--- config.mk ---
export PLATFORM = sky130hd
export DESIGN_NAME = alu_cmd_ctrl
export DESIGN_NICKNAME = d
export VERILOG_FILES = /design/src/rtl/alu_cmd_ctrl.sv
export SDC_FILE = /design/constraint.sdc
export NUM_CORES = 1
export LEC_CHECK = 0
export BUFFER_PORTS_ARGS = -buffer_cell sky130_fd_sc_hd__clkbuf_2
export CAP_MARGIN = 20
export CORE_MARGIN = 4
export CORE_UTILIZATION = 47
export DETAILED_ROUTE_END_ITERATION = 8
export PLACE_DENSITY = 0.95
export SLEW_MARGIN = 25
export SYNTH_ARGS = -nofsm -noshare
export SYNTH_HDL_FRONTEND = slang
export SYNTH_SLANG_ARGS = --single-unit
--- constraint.sdc ---
create_clock -name CLK -period 2.8 [get_ports CLK]
set_input_delay 0.56 -clock CLK [delete_from_list [all_inputs] [get_ports CLK]]
set_output_delay 0.56 -clock CLK [all_outputs]
set_load 0.03 [all_outputs]
--- src/rtl/alu_cmd_ctrl.sv ---
// alu_cmd_ctrl: valid/ready command front-end that issues one op to an ALU unit and returns its result or a timeout.
module alu_cmd_ctrl #(
  parameter int Op_Width       = 16,
  parameter int Timeout_Cycles = 8,
  parameter int Cnt_Width      = 4
) (
  input  logic                CLK,
  input  logic                RST,
  input  logic                Cmd_Valid,
  output logic                Cmd_Ready,
  input  logic [Op_Width-1:0] Cmd_A,
  input  logic [Op_Width-1:0] Cmd_B,
  input  logic [3:0]          Cmd_Fun,
  output logic [Op_Width-1:0] A,
  output logic [Op_Width-1:0] B,
  output logic [1:0]          ALU_FUN,
  output logic                Arith_En,
  output logic                Logic_En,
  output logic                Cmp_En,
  output logic                Shift_En,
  input  logic [Op_Width-1:0] Arith_Out,
  input  logic [Op_Width-1:0] Logic_Out,
  input  logic [Op_Width-1:0] Cmp_Out,
  input  logic [Op_Width-1:0] Shift_Out,
  input  logic                Arith_Flag,
  input  logic                Logic_Flag,
  input  logic                Cmp_Flag,
  input  logic                Shift_Flag,
  output logic [Op_Width-1:0] Res_Out,
  output logic                Res_Valid,
  input  logic                Res_Ready,
  output logic                Timeout_Err
);
  typedef enum logic [1:0] {IDLE, ISSUE, WAIT, HOLD} state_t;
  state_t state, next;
  logic [1:0] sel;
  logic [Cnt_Width-1:0] cnt;
  logic flag, expired;
  logic [Op_Width-1:0] out;
  logic [3:0] en;
  always_ff @(posedge CLK or posedge RST)
    if (RST) state <= IDLE;
    else state <= next;
  always_comb begin
    flag = sel == 2'd0 ? Arith_Flag : sel == 2'd1 ? Logic_Flag : sel == 2'd2 ? Cmp_Flag : Shift_Flag;
    out = sel == 2'd0 ? Arith_Out : sel == 2'd1 ? Logic_Out : sel == 2'd2 ? Cmp_Out : Shift_Out;
    expired = cnt == Cnt_Width'(Timeout_Cycles - 1);
    en = (state == ISSUE || state == WAIT) ? 4'b0001 << sel : 4'b0000;
    Cmd_Ready = state == IDLE;
    Res_Valid = state == HOLD;
    next = state;
    case (state)
      IDLE:  next = Cmd_Valid ? ISSUE : IDLE;
      ISSUE: next = WAIT;
      WAIT:  next = (flag || expired) ? HOLD : WAIT;
      HOLD:  next = Res_Ready ? IDLE : HOLD;
      default: next = IDLE;
    endcase
  end
  assign {Shift_En, Cmp_En, Logic_En, Arith_En} = en;
  always_ff @(posedge CLK or posedge RST)
    if (RST) begin
      A <= '0;
      B <= '0;
      ALU_FUN <= '0;
      sel <= '0;
      cnt <= '0;
      Res_Out <= '0;
      Timeout_Err <= 1'b0;
    end else begin
      if (state == IDLE && Cmd_Valid) begin
        A <= Cmd_A;
        B <= Cmd_B;
        ALU_FUN <= Cmd_Fun[1:0];
        sel <= Cmd_Fun[3:2];
      end
      if (state == ISSUE) cnt <= '0;
      if (state == WAIT) begin
        if (flag) begin
          Res_Out <= out;
          Timeout_Err <= 1'b0;
        end else if (expired) begin
          Res_Out <= '0;
          Timeout_Err <= 1'b1;
        end else cnt <= cnt + 1'b1;
      end
    end
endmodule

# After elaboration in Yosys (flattened, before gate mapping)
# Index checks and enable logic that the tools add are counted.
dict set report op_classes {
  add_sub_neg 1
  n_mul 0
  n_div 0
  n_lt_le_gt_ge 0
  eq_ne 6
  shifts 1
  mux 19
  bitwise 0
  reduce_logical 7
}
# op count
set ops {}
lappend ops {{16-bit two-way mux} 5}
lappend ops {{4-bit two-way mux} 5}
lappend ops {{2-bit one-hot mux with 4 select lines} 1}
lappend ops {{1-bit two-way mux} 7}
lappend ops {{2-bit equality test (second input constant)} 3}
lappend ops {{4-bit by 1-bit adder with 4-bit output (second input constant)} 1}
lappend ops {{2-bit by 1-bit equality test with 1-bit output (second input constant)} 2}
lappend ops {{4-bit by 3-bit equality test with 1-bit output (second input constant)} 1}
lappend ops {{2-bit logical NOT} 2}
lappend ops {{1-bit by 2-bit left shift with 4-bit output (first input constant)} 1}
lappend ops {{1-bit logical OR} 2}
lappend ops {{2-bit two-way mux} 1}
lappend ops {{2-bit AND reduction} 1}
lappend ops {{2-bit nonzero test} 1}
lappend ops {{1-bit logical AND} 1}
dict set report word_totals {
  reg_bits 59
  latchBits 0
  ramBits 0
  mem_bits_ro 0
  in_bits 108
  output_inout_bits 57
  wordCells 42
  n_memories 0
}

# Logic depth before layout (Yosys ltp)
# Gate-level depths: netlist (run 1).
dict set report depth {
  ltp_word 7
  depth_mapped 6
  mapped_depth_nobuf 5
}

# Worst setup path after synthesis (run 1)
# No wires, ideal clock.
dict set report synth_path {
  path_kind {flip-flop to output port}
  start {register state[1]}
  end {output Arith_En}
  arrival_time_ps 1484
  t_required_ps 2240
  path_slack_ps 756
  path_stages_with_launch 4
  n_path_buf 0
  cell_sequence {dfrtp_1 > inv_1 > ha_1 > nor3b_1}
}
dict set report synth_between {
  elab_chain_cells 3
  word_cells_on_any_way 4
  cone_classes {eq/ne (2); mux (1); reduce/logical (1)}
}
# element line_no
set synth_rtl {}
lappend synth_rtl {{from (decl)} 35} ;# state_t state, next;
lappend synth_rtl {{from (signal assigned)} 43} ;# else state <= next;
lappend synth_rtl {{2-bit by 1-bit equality test with 1-bit output / 2-bit equality test (equally long branches)} 48} ;# en = (state == ISSUE || state == WAIT) ? 4'b0001 << sel : 4'b0000;
lappend synth_rtl {{1-bit logical OR *} 48}
lappend synth_rtl {{4-bit two-way mux *} 48}
lappend synth_rtl {{to (decl)} 17} ;# output logic Arith_En,
# Every way passes the cells marked *; elsewhere a longest branch is shown, timed or not.

# Worst setup path after layout (run 1)
# Same ends and word-level chain as after synthesis.

==> results of run 1 <==
==> stage by stage <==
step | instances | power (mW) | setup slack [ps] | instance area [um^2]
after CTS | 428 | 4.97 | 596 | 3890
after detailed placement | 412 | 4.08 | 785 | 3660
after floorplan | 180 | 3.36 | 756 | 2770
final | 428 | 4.92 | 642 | 3890
after global routing | 428 | 5.22 | 473 | 3890
after global placement | 412 | 3.99 | 881 | 3660
==> report_power, final <==
group          switching, mW  internal [mW]  total (mW)
logic                   1.52           1.02        2.53
clock network          0.336          0.549       0.885
registers              0.243           1.26        1.50
total                   2.10           2.82        4.92
==> critical path: cells and delay by family (launching register included) <==
kind / cells / cell delay (ps)
buffers and inverters: 2 / 330
AND/OR/NAND/NOR: 1 / 230
adder cells (fa/ha/maj): 1 / 330
flip-flops: 1 / 400
==> state kept, by name, indices dropped and copies added (netlist names) <==
register	count
cnt	4
state	2
Res_Out	16
A	16
sel	2
B	16
ALU_FUN	2
Timeout_Err	1
==> path summary, 6_finish.rpt <==
check | startpoint | end | slack, ps | depth (start not counted)
max | state[1] | Arith_En | 640 | 4
max in group asynchronous | RST | B[12] | 1960 | 3
min reg2reg | ALU_FUN[1] | ALU_FUN[1] | 490 | 1
max reg2reg | sel[0] | cnt[1] | 780 | 4
min | RST | A[7] | 170 | 2
min in group CLK | Cmd_B[10] | B[10] | 450 | 2
==> cell families after synthesis <==
logic type | synth area share, %
AOI/OAI and AO/OA | 6.74
adders and majority gates | 2.26
DFF | 53.3
buffers and inverters | 2.67
muxes | 30.1
and+or+nand+nor | 4.57
xor gates and xnor gates | 0.317
==> cells in the final DEF, fill, tap and decap left out, drive strengths merged, types with 2 or more instances in the layout <==
| cell type | netlist | routed |
|---|---|---|
| a21oi | 2 | 2 |
| a22o | 16 | 16 |
| buf | 5 | 6 |
| bufinv | 0 | 2 |
| clkbuf | 5 | 176 |
| dfrtp | 59 | 59 |
| ha | 5 | 5 |
| inv | 3 | 3 |
| mux2 | 37 | 37 |
| mux2i | 3 | 3 |
| mux4 | 17 | 17 |
| nand2 | 4 | 4 |
| nand2b | 3 | 3 |
| nor2 | 5 | 5 |
| nor2b | 4 | 4 |
| nor3b | 2 | 2 |
| o21ai | 5 | 5 |
==> area by class of cell <==
| cell class | instances | area share [%] |
|---|---|---|
| clock buffers | 12 | 3.99 |
| clock inverters | 4 | 1.87 |
| inverters | 3 | 0.290 |
| multi-input cells | 108 | 31.3 |
| flip-flops and latches | 59 | 38.0 |
| well taps | 72 | 2.32 |
| repair buffers | 170 | 22.3 |
==> routing by layer <==
layer  share of wire, %  track usage (%)
met5                  0                0
met4               0.94             5.76
met3                7.4             6.58
met2                 53             36.7
met1                 39             25.4
==> run metrics, run 1 <==
status finished, final reports clean; row cnt 27; # resized after CTS 0; Top FF cell, synth dfrtp_1; Area Overhead vs Synth 40.5%; top cell type by total area after synthesis dfrtp_1; largest net degree at the start of global routing 37; DR DRC count 0; GR Overflow Total 0; top-count cell post-synth dfrtp_1; H-tree levels 3; maximum clock frequency 463 MHz; Register Area between 1000 and 1500 um^2; diode count 0; DP HPWL 5.83 mm; pwr dens between 1000 and 1500 nW/um^2; Final Util 69.3%; quantity of I/O buffers inserted on ports 164; chip height approximately 85 um; area of the multi-input gates between 1000 and 1500 um^2; Crit Path Category flop to primary output; final hold violations 0; top cells by area, synth dfrtp_1, mux4_2, mux2_2; # setup viols final 0; maximum VDD drop slightly below 900 uV; initial core utilization between 40% and 50%; CTS Buf Count 9; RSZ-0062 raised after global routing false; Slew HR 67.3%; DR vias 2206; Max-cap violations 0; Net Count, Synth approximately 290; flop and latch count out of synthesis 59; layout cells sized above 1 65.2%; Placer Congestion approximately 0.8; CP max stage cell dfrtp_1; Hold Path Class primary input to async pin; Worst-Margin Slew 489 ps; Clk pin slew, worst setup/hold paths 70 ps; clock sink total 59; drt via density between 5 and 6; fin crit share 77.1%; Setup crit end kind primary output; post-synth cell types 29; most frequent cells after synthesis dfrtp_1, mux2_2, a22o_1, mux4_2, mux2_1; post-synthesis sequential area ratio between 50% and 60%; hold buffers post-CTS 0; EDFF count, synth 0; final WL roughly 7.2 mm; first-pass GRT wire length around 12 mm; Arr. time, crit path ~1600 ps; CP Cell Sequence inv_1 -> ha_1 -> nor3b_1 -> clkbuf_2; yosys warns 0; die width around 85 um; CTS tree built; Worst Setup Start Kind flop; final setup TNS 0 ps; Filler cells about 450; Detail Route Antenna Nets 0; vias in the first global route 2474; initial antenna violation count 0; CORE AREA 5610 um^2; CP Data Required Time about 2200 ps; Final Max Tran Viols 0; Clock Path Buffers 2; syn_area_per_cell between 15 and 20 um^2; # nets final roughly 460; 1st-iter DRT viols between 100 and 150; Yosys top cell area share between 50% and 60%; overall global routing resource usage a little over a fifth; Mapped Area 2770 um^2; Synth async-reset ratio 100%; Clock Skew roughly 12 ps; worst-path fanout max 5; drt wl/cell 16.9 um; hold slack 168 ps; root buffer cell clkbuf_8; Clock Latency Late Sink between 300 and 400 ps; Mapped Cells between 150 and 200; Post-CTS Setup Repair Bufs 0; Boundary Pins about 170; Leakage Power approximately 2.0 nW; 1st-pass router iterations 6; Final min period 2160 ps; full die area approximately 7200 um^2; max incr delay on CP ~400 ps
No activity file was read; power rests on OpenSTA's default activity.
==> run 2: changes to the inputs <==
--- a/config.mk
+++ b/config.mk
@@ -8,9 +8,9 @@
 export BUFFER_PORTS_ARGS = -buffer_cell sky130_fd_sc_hd__clkbuf_2
 export CAP_MARGIN = 20
 export CORE_MARGIN = 4
-export CORE_UTILIZATION = 47
+export CORE_UTILIZATION = 43
 export DETAILED_ROUTE_END_ITERATION = 8
-export PLACE_DENSITY = 0.95
+export PLACE_DENSITY = 0.89
 export SLEW_MARGIN = 25
 export SYNTH_ARGS = -nofsm -noshare
 export SYNTH_HDL_FRONTEND = slang
==> constraint.sdc (replaced) <==
create_clock -name CLK -period 2.2 [get_ports CLK]
set_input_delay 0.44 -clock CLK [delete_from_list [all_inputs] [get_ports CLK]]
set_output_delay 0.44 -clock CLK [all_outputs]
set_load 0.03 [all_outputs]
==> run metrics, run 2 (synthesis gave the netlist of run 1 again) <==
status finished, final reports clean; Slew HR 66.7% (-0.58 points); reg2reg end Res_Out[10]; 1st-iter DRT viols 90 (-13%); Crit Path Category flop to primary output; layout cells sized above 1 65.3% (+0.086 points); H-tree levels 3 (unchanged); row cnt 28 (+3.7%); maximum VDD drop 940 uV (+7.5%); diode count 0 (unchanged); die width 88.2 um (+4.1%); commonest non-fill, non-tap cell in the layout clkbuf_2; Max-cap violations 0 (unchanged); first-pass GRT wire length 11.6 mm (-2.7%); drt via density 5.13 (-0.50%); Hold Path Class primary input to async pin; Boundary Pins 165 (unchanged); # nets final 462 (-0.43%); Detail Route Antenna Nets 0 (unchanged); Worst-Margin Slew 498 ps (+8.73 ps); full die area 7780 um^2 (+8.4%); Area Overhead vs Synth 41.7%; final hold violations 0 (unchanged); # setup viols final 0 (unchanged); hold buffers post-CTS 0 (unchanged); final WL 7.40 mm (+2.6%); top flop regs A: 16 flops, B: 16 flops, Res_Out: 16 flops; Clk pin slew, worst setup/hold paths 70 ps (about the same); CORE AREA 6100 um^2 (+8.7%); max incr delay on CP 410 ps (about the same); drt wl/cell 17.3 um (+2.3%); Final Util 64.3% (-5.0 points); CP top delay family flip-flops; Post-CTS Setup Repair Bufs 0 (unchanged); fin crit share between 90 and 100%; final setup TNS 0 ps (unchanged); Finished Layout Cells 429 (+0.23%); worst-path fanout max 5 (unchanged); most frequent cells in the layout clkbuf_2, dfrtp_1, mux2_2, mux4_2, a22o_1; Leakage Power 2.01 nW (+0.50%); pwr dens 1610 nW/um^2 (+28%); 1st-pass router iterations 4 (-2); Arr. time, crit path 1550 ps (-50 ps); Clock Path Buffers 2 (unchanged); Total Power 6.33 mW (+29%); Placer Congestion 0.816 (+4.7%); Filler cells 498 (+10%); CTS Buf Count 9 (unchanged); vias in the first global route 2450 (-0.97%); Final Max Tran Viols 0 (unchanged); maximum clock frequency around 500 MHz; Final min period about 2000 ps; Critical Path Start state[1]; CP Cell Sequence inv_1 -> ha_1 -> nor3b_1 -> clkbuf_2; initial core utilization 45.4% (-4.0 points); Clock Latency Late Sink 320 ps (about the same); DR vias 2200 (-0.27%); CP Buf/Inv Count 2 (unchanged); CTS tree built; Clock Skew 5.00 ps (-7.39 ps); # resized after CTS 0 (unchanged); CP max stage cell dfrtp_1; root buffer cell clkbuf_8; quantity of I/O buffers inserted on ports 164 (unchanged); CP Data Required Time 1760 ps (-480 ps); Setup crit end kind primary output; GR Overflow Total 0 (unchanged); Worst Setup Start Kind flop; largest net degree at the start of global routing 60 (+62%); DR DRC count 0 (unchanged); cell count of the worst reg-to-reg path 3 (-1); RSZ-0062 raised after global routing false; overall global routing resource usage 19.6% (-1.5 points); reg2reg start sel[0]; Placed Cells 413 (+0.24%); initial antenna violation count 0 (unchanged); R2R setup slack 460 ps (-320 ps); chip height 88.2 um (+4.1%); clock sink total 59 (unchanged); DP HPWL 5.71 mm (-1.9%)
run 2: cell type report:
type	count	area (um^2)	area share, %
Tap cell	75	93.8	2.39
Multi-Input combinational cell	108	1220	31.0
Clock inverter	3	67.6	1.72
Inverter	3	11.3	0.287
Clock buffer	13	179	4.56
Sequential cell	59	1480	37.7
Timing Repair Buffer	168	876	22.3
run 2: stage by stage:
| step | hold WS [ps] | worst slack [ps] | area [um^2] |
|---|---|---|---|
| after floorplan | 479 | 276 | 2770 |
| after global placement | 472 | 404 | 3670 |
| after detailed placement | 480 | 338 | 3670 |
| after CTS | 168 | 180 | 3920 |
| after global routing | 162 | 44.0 | 3920 |
| final | 155 | 211 | 3920 |
run 2: worst max-delay path by stage:
stage / end / depth (start not counted) / slack (ps)
after CTS: Arith_En / 4 / 180
after detailed placement: Res_Out[10] / 4 / 340
final: Arith_En / 4 / 210
after global routing: Arith_En / 4 / 40
after global placement: cnt[1] / 4 / 400
after floorplan: Arith_En / 3 / 280
run 2: metal layers:
metal	up-vias	global-route usage [%]	routed length, um
met1	1087	22.9	2750
met3	14	5.40	605
met5	-	0	0
met4	0	8.52	146
met2	88	34.0	3900
li1	1011	-	-
run 2: worst reg2reg max path: stages (launching register included):
cell and delay (ps):
dfrtp_1 380, mux4_2 590, o21ai_4 470, a22o_1 240
run 2: where the power goes:
| group | internal [mW] | total (mW) | switching [mW] |
|---|---|---|---|
| clock | 0.762 | 1.18 | 0.422 |
| sequential | 1.60 | 1.89 | 0.285 |
| combinational | 1.30 | 3.26 | 1.96 |
| total | 3.66 | 6.33 | 2.67 |
==> run 3: changes to the inputs <==
--- a/config.mk
+++ b/config.mk
@@ -10,6 +10,7 @@
 export CORE_MARGIN = 4
 export CORE_UTILIZATION = 43
 export DETAILED_ROUTE_END_ITERATION = 8
+export MAX_ROUTING_LAYER = met4
 export PLACE_DENSITY = 0.89
 export SLEW_MARGIN = 25
 export SYNTH_ARGS = -nofsm -noshare
==> run metrics, run 3 (synthesis gave the netlist of run 1 again) <==
status finished, final reports clean; Worst Setup Start Kind flop; DR vias 2187 (-0.59%); Arr. time, crit path 1550 ps (about the same); Max-cap violations 0 (unchanged); Placer Congestion 0.828 (+1.5%); Crit Path Category flop to primary output; largest net degree at the start of global routing 60 (unchanged); final WL 7.42 mm (+0.20%); CTS Buf Count 9 (unchanged); fin area 3920 um^2 (unchanged); cell count of the worst reg-to-reg path 3 (unchanged); most utilized layer in the global route result met2; Placed Cells 413 (unchanged); pwr dens 1610 nW/um^2 (about the same); Clock Skew 4.28 ps (-0.719 ps); CP Cell Sequence inv_1 -> ha_1 -> nor3b_1 -> clkbuf_2; Clock Latency Late Sink 320 ps (about the same); # resized after CTS 0 (unchanged); Final min period 1990 ps (+4.13 ps); chip height 88.2 um (unchanged); H-tree levels 3 (unchanged); 1st-pass router iterations 4 (unchanged); final setup TNS 0 ps (unchanged); most frequent cells in the layout clkbuf_2, dfrtp_1, mux2_2, mux4_2, a22o_1; Setup crit end kind primary output; initial core utilization 45.4% (unchanged); CP Data Required Time 1760 ps (about the same); Clock Path Buffers 2 (unchanged); root buffer cell clkbuf_8; hold slack 157 ps (+1.35 ps); maximum clock frequency 502 MHz (-0.21%); met3 Usage GRT 4.47% (-0.93 points); drt wl/cell 17.3 um (+0.20%); die width 88.2 um (unchanged); fin crit share 90.6% (+0.19 points); drt via density 5.10 (-0.59%); Hold Path Class primary input to async pin; GR Overflow Total 0 (unchanged); Detail Route Antenna Nets 0 (unchanged); Final Max Tran Viols 0 (unchanged); first-pass GRT wire length 11.6 mm (+0.18%); layout cells sized above 1 65.3% (unchanged); maximum VDD drop 943 uV (+0.26%); Filler cells 498 (unchanged); # setup viols final 0 (unchanged); met1 Track Usage GR 23.5% (+0.67 points); Post-CTS Setup Repair Bufs 0 (unchanged); vias in the first global route 2452 (+0.082%); Finished Layout Cells 429 (unchanged); CTS tree built; full die area 7780 um^2 (unchanged); top flop regs A: 16 flops, B: 16 flops, Res_Out: 16 flops; commonest non-fill, non-tap cell in the layout clkbuf_2; row cnt 28 (unchanged); final hold violations 0 (unchanged); 1st-iter DRT viols 93 (+3.3%); DP HPWL 5.71 mm (unchanged); hold buffers post-CTS 0 (unchanged); Clk pin slew, worst setup/hold paths 70 ps (about the same); overall global routing resource usage 20.2% (+0.62 points); max incr delay on CP 410 ps (about the same); # nets final 462 (unchanged); DR DRC count 0 (unchanged); diode count 0 (unchanged); quantity of I/O buffers inserted on ports 164 (unchanged); clock sink total 59 (unchanged); CP max stage cell dfrtp_1; Area Overhead vs Synth 41.7% (unchanged); worst-path fanout max 5 (unchanged); Slew HR 65.4% (-1.3 points); Worst-Margin Slew 517 ps (+19.3 ps); grt met2 use 33.9% (-0.068 points); dpl cell area 3670 um^2 (unchanged); Boundary Pins 165 (unchanged); CORE AREA 6100 um^2 (unchanged); Leakage Power 2.01 nW (unchanged); RSZ-0062 raised after global routing false; initial antenna violation count 0 (unchanged)
-- run 3: final timing paths --
| check | from | end | slack, ps |
|---|---|---|---|
| worst max-delay path | state[1] | Arith_En | 210 |
| worst min-delay path | RST | A[3] | 160 |
| worst max register to register | sel[0] | Res_Out[10] | 450 |
| worst min register to register | B[9] | B[9] | 490 |
| max in group asynchronous | RST | Res_Out[14] | 1790 |
| min in group CLK | Cmd_A[11] | A[11] | 330 |
-- run 3: metal layers --
| metal | routed length, um | part of all wire [%] |
|---|---|---|
| met5 | 0 | 0 |
| met4 | 146 | 2.0 |
| met3 | 528 | 7.1 |
| met2 | 3880 | 52 |
| met1 | 2860 | 39 |
-- run 3: critical path, delay by kind of cell (launching register included) --
family / cells / cell delay [ps]
flops: 1 / 410
buf+inv: 2 / 320
fa+ha+maj: 1 / 320
simple gates: 1 / 180
-- run 3: final cells by class --
| type | count | area (um^2) | share of cell area, % |
|---|---|---|---|
| Timing Repair Buffer | 168 | 876 | 22.3 |
| Inverter | 3 | 11.3 | 0.287 |
| Clock buffer | 13 | 179 | 4.56 |
| Clock inverter | 3 | 67.6 | 1.72 |
| Sequential cell | 59 | 1480 | 37.7 |
| Tap cell | 75 | 93.8 | 2.39 |
| Multi-Input combinational cell | 108 | 1220 | 31.0 |
-- run 3: power by group --
group | internal [mW] | switching [mW] | leakage (nW)
logic | 1.30 | 1.96 | 1.18
registers | 1.60 | 0.284 | 0.716
clock network | 0.762 | 0.419 | 0.122
-- run 3: through the flow --
stage | util (%) | setup WS (ps) | power, mW
final | 64.3 | 207 | 6.33
after global routing | 64.3 | 44.0 | 6.72
after CTS | 64.3 | 180 | 6.41
after detailed placement | 60.3 | 338 | 5.20
after global placement | 60.3 | 404 | 5.10
after floorplan | - | 276 | 4.27
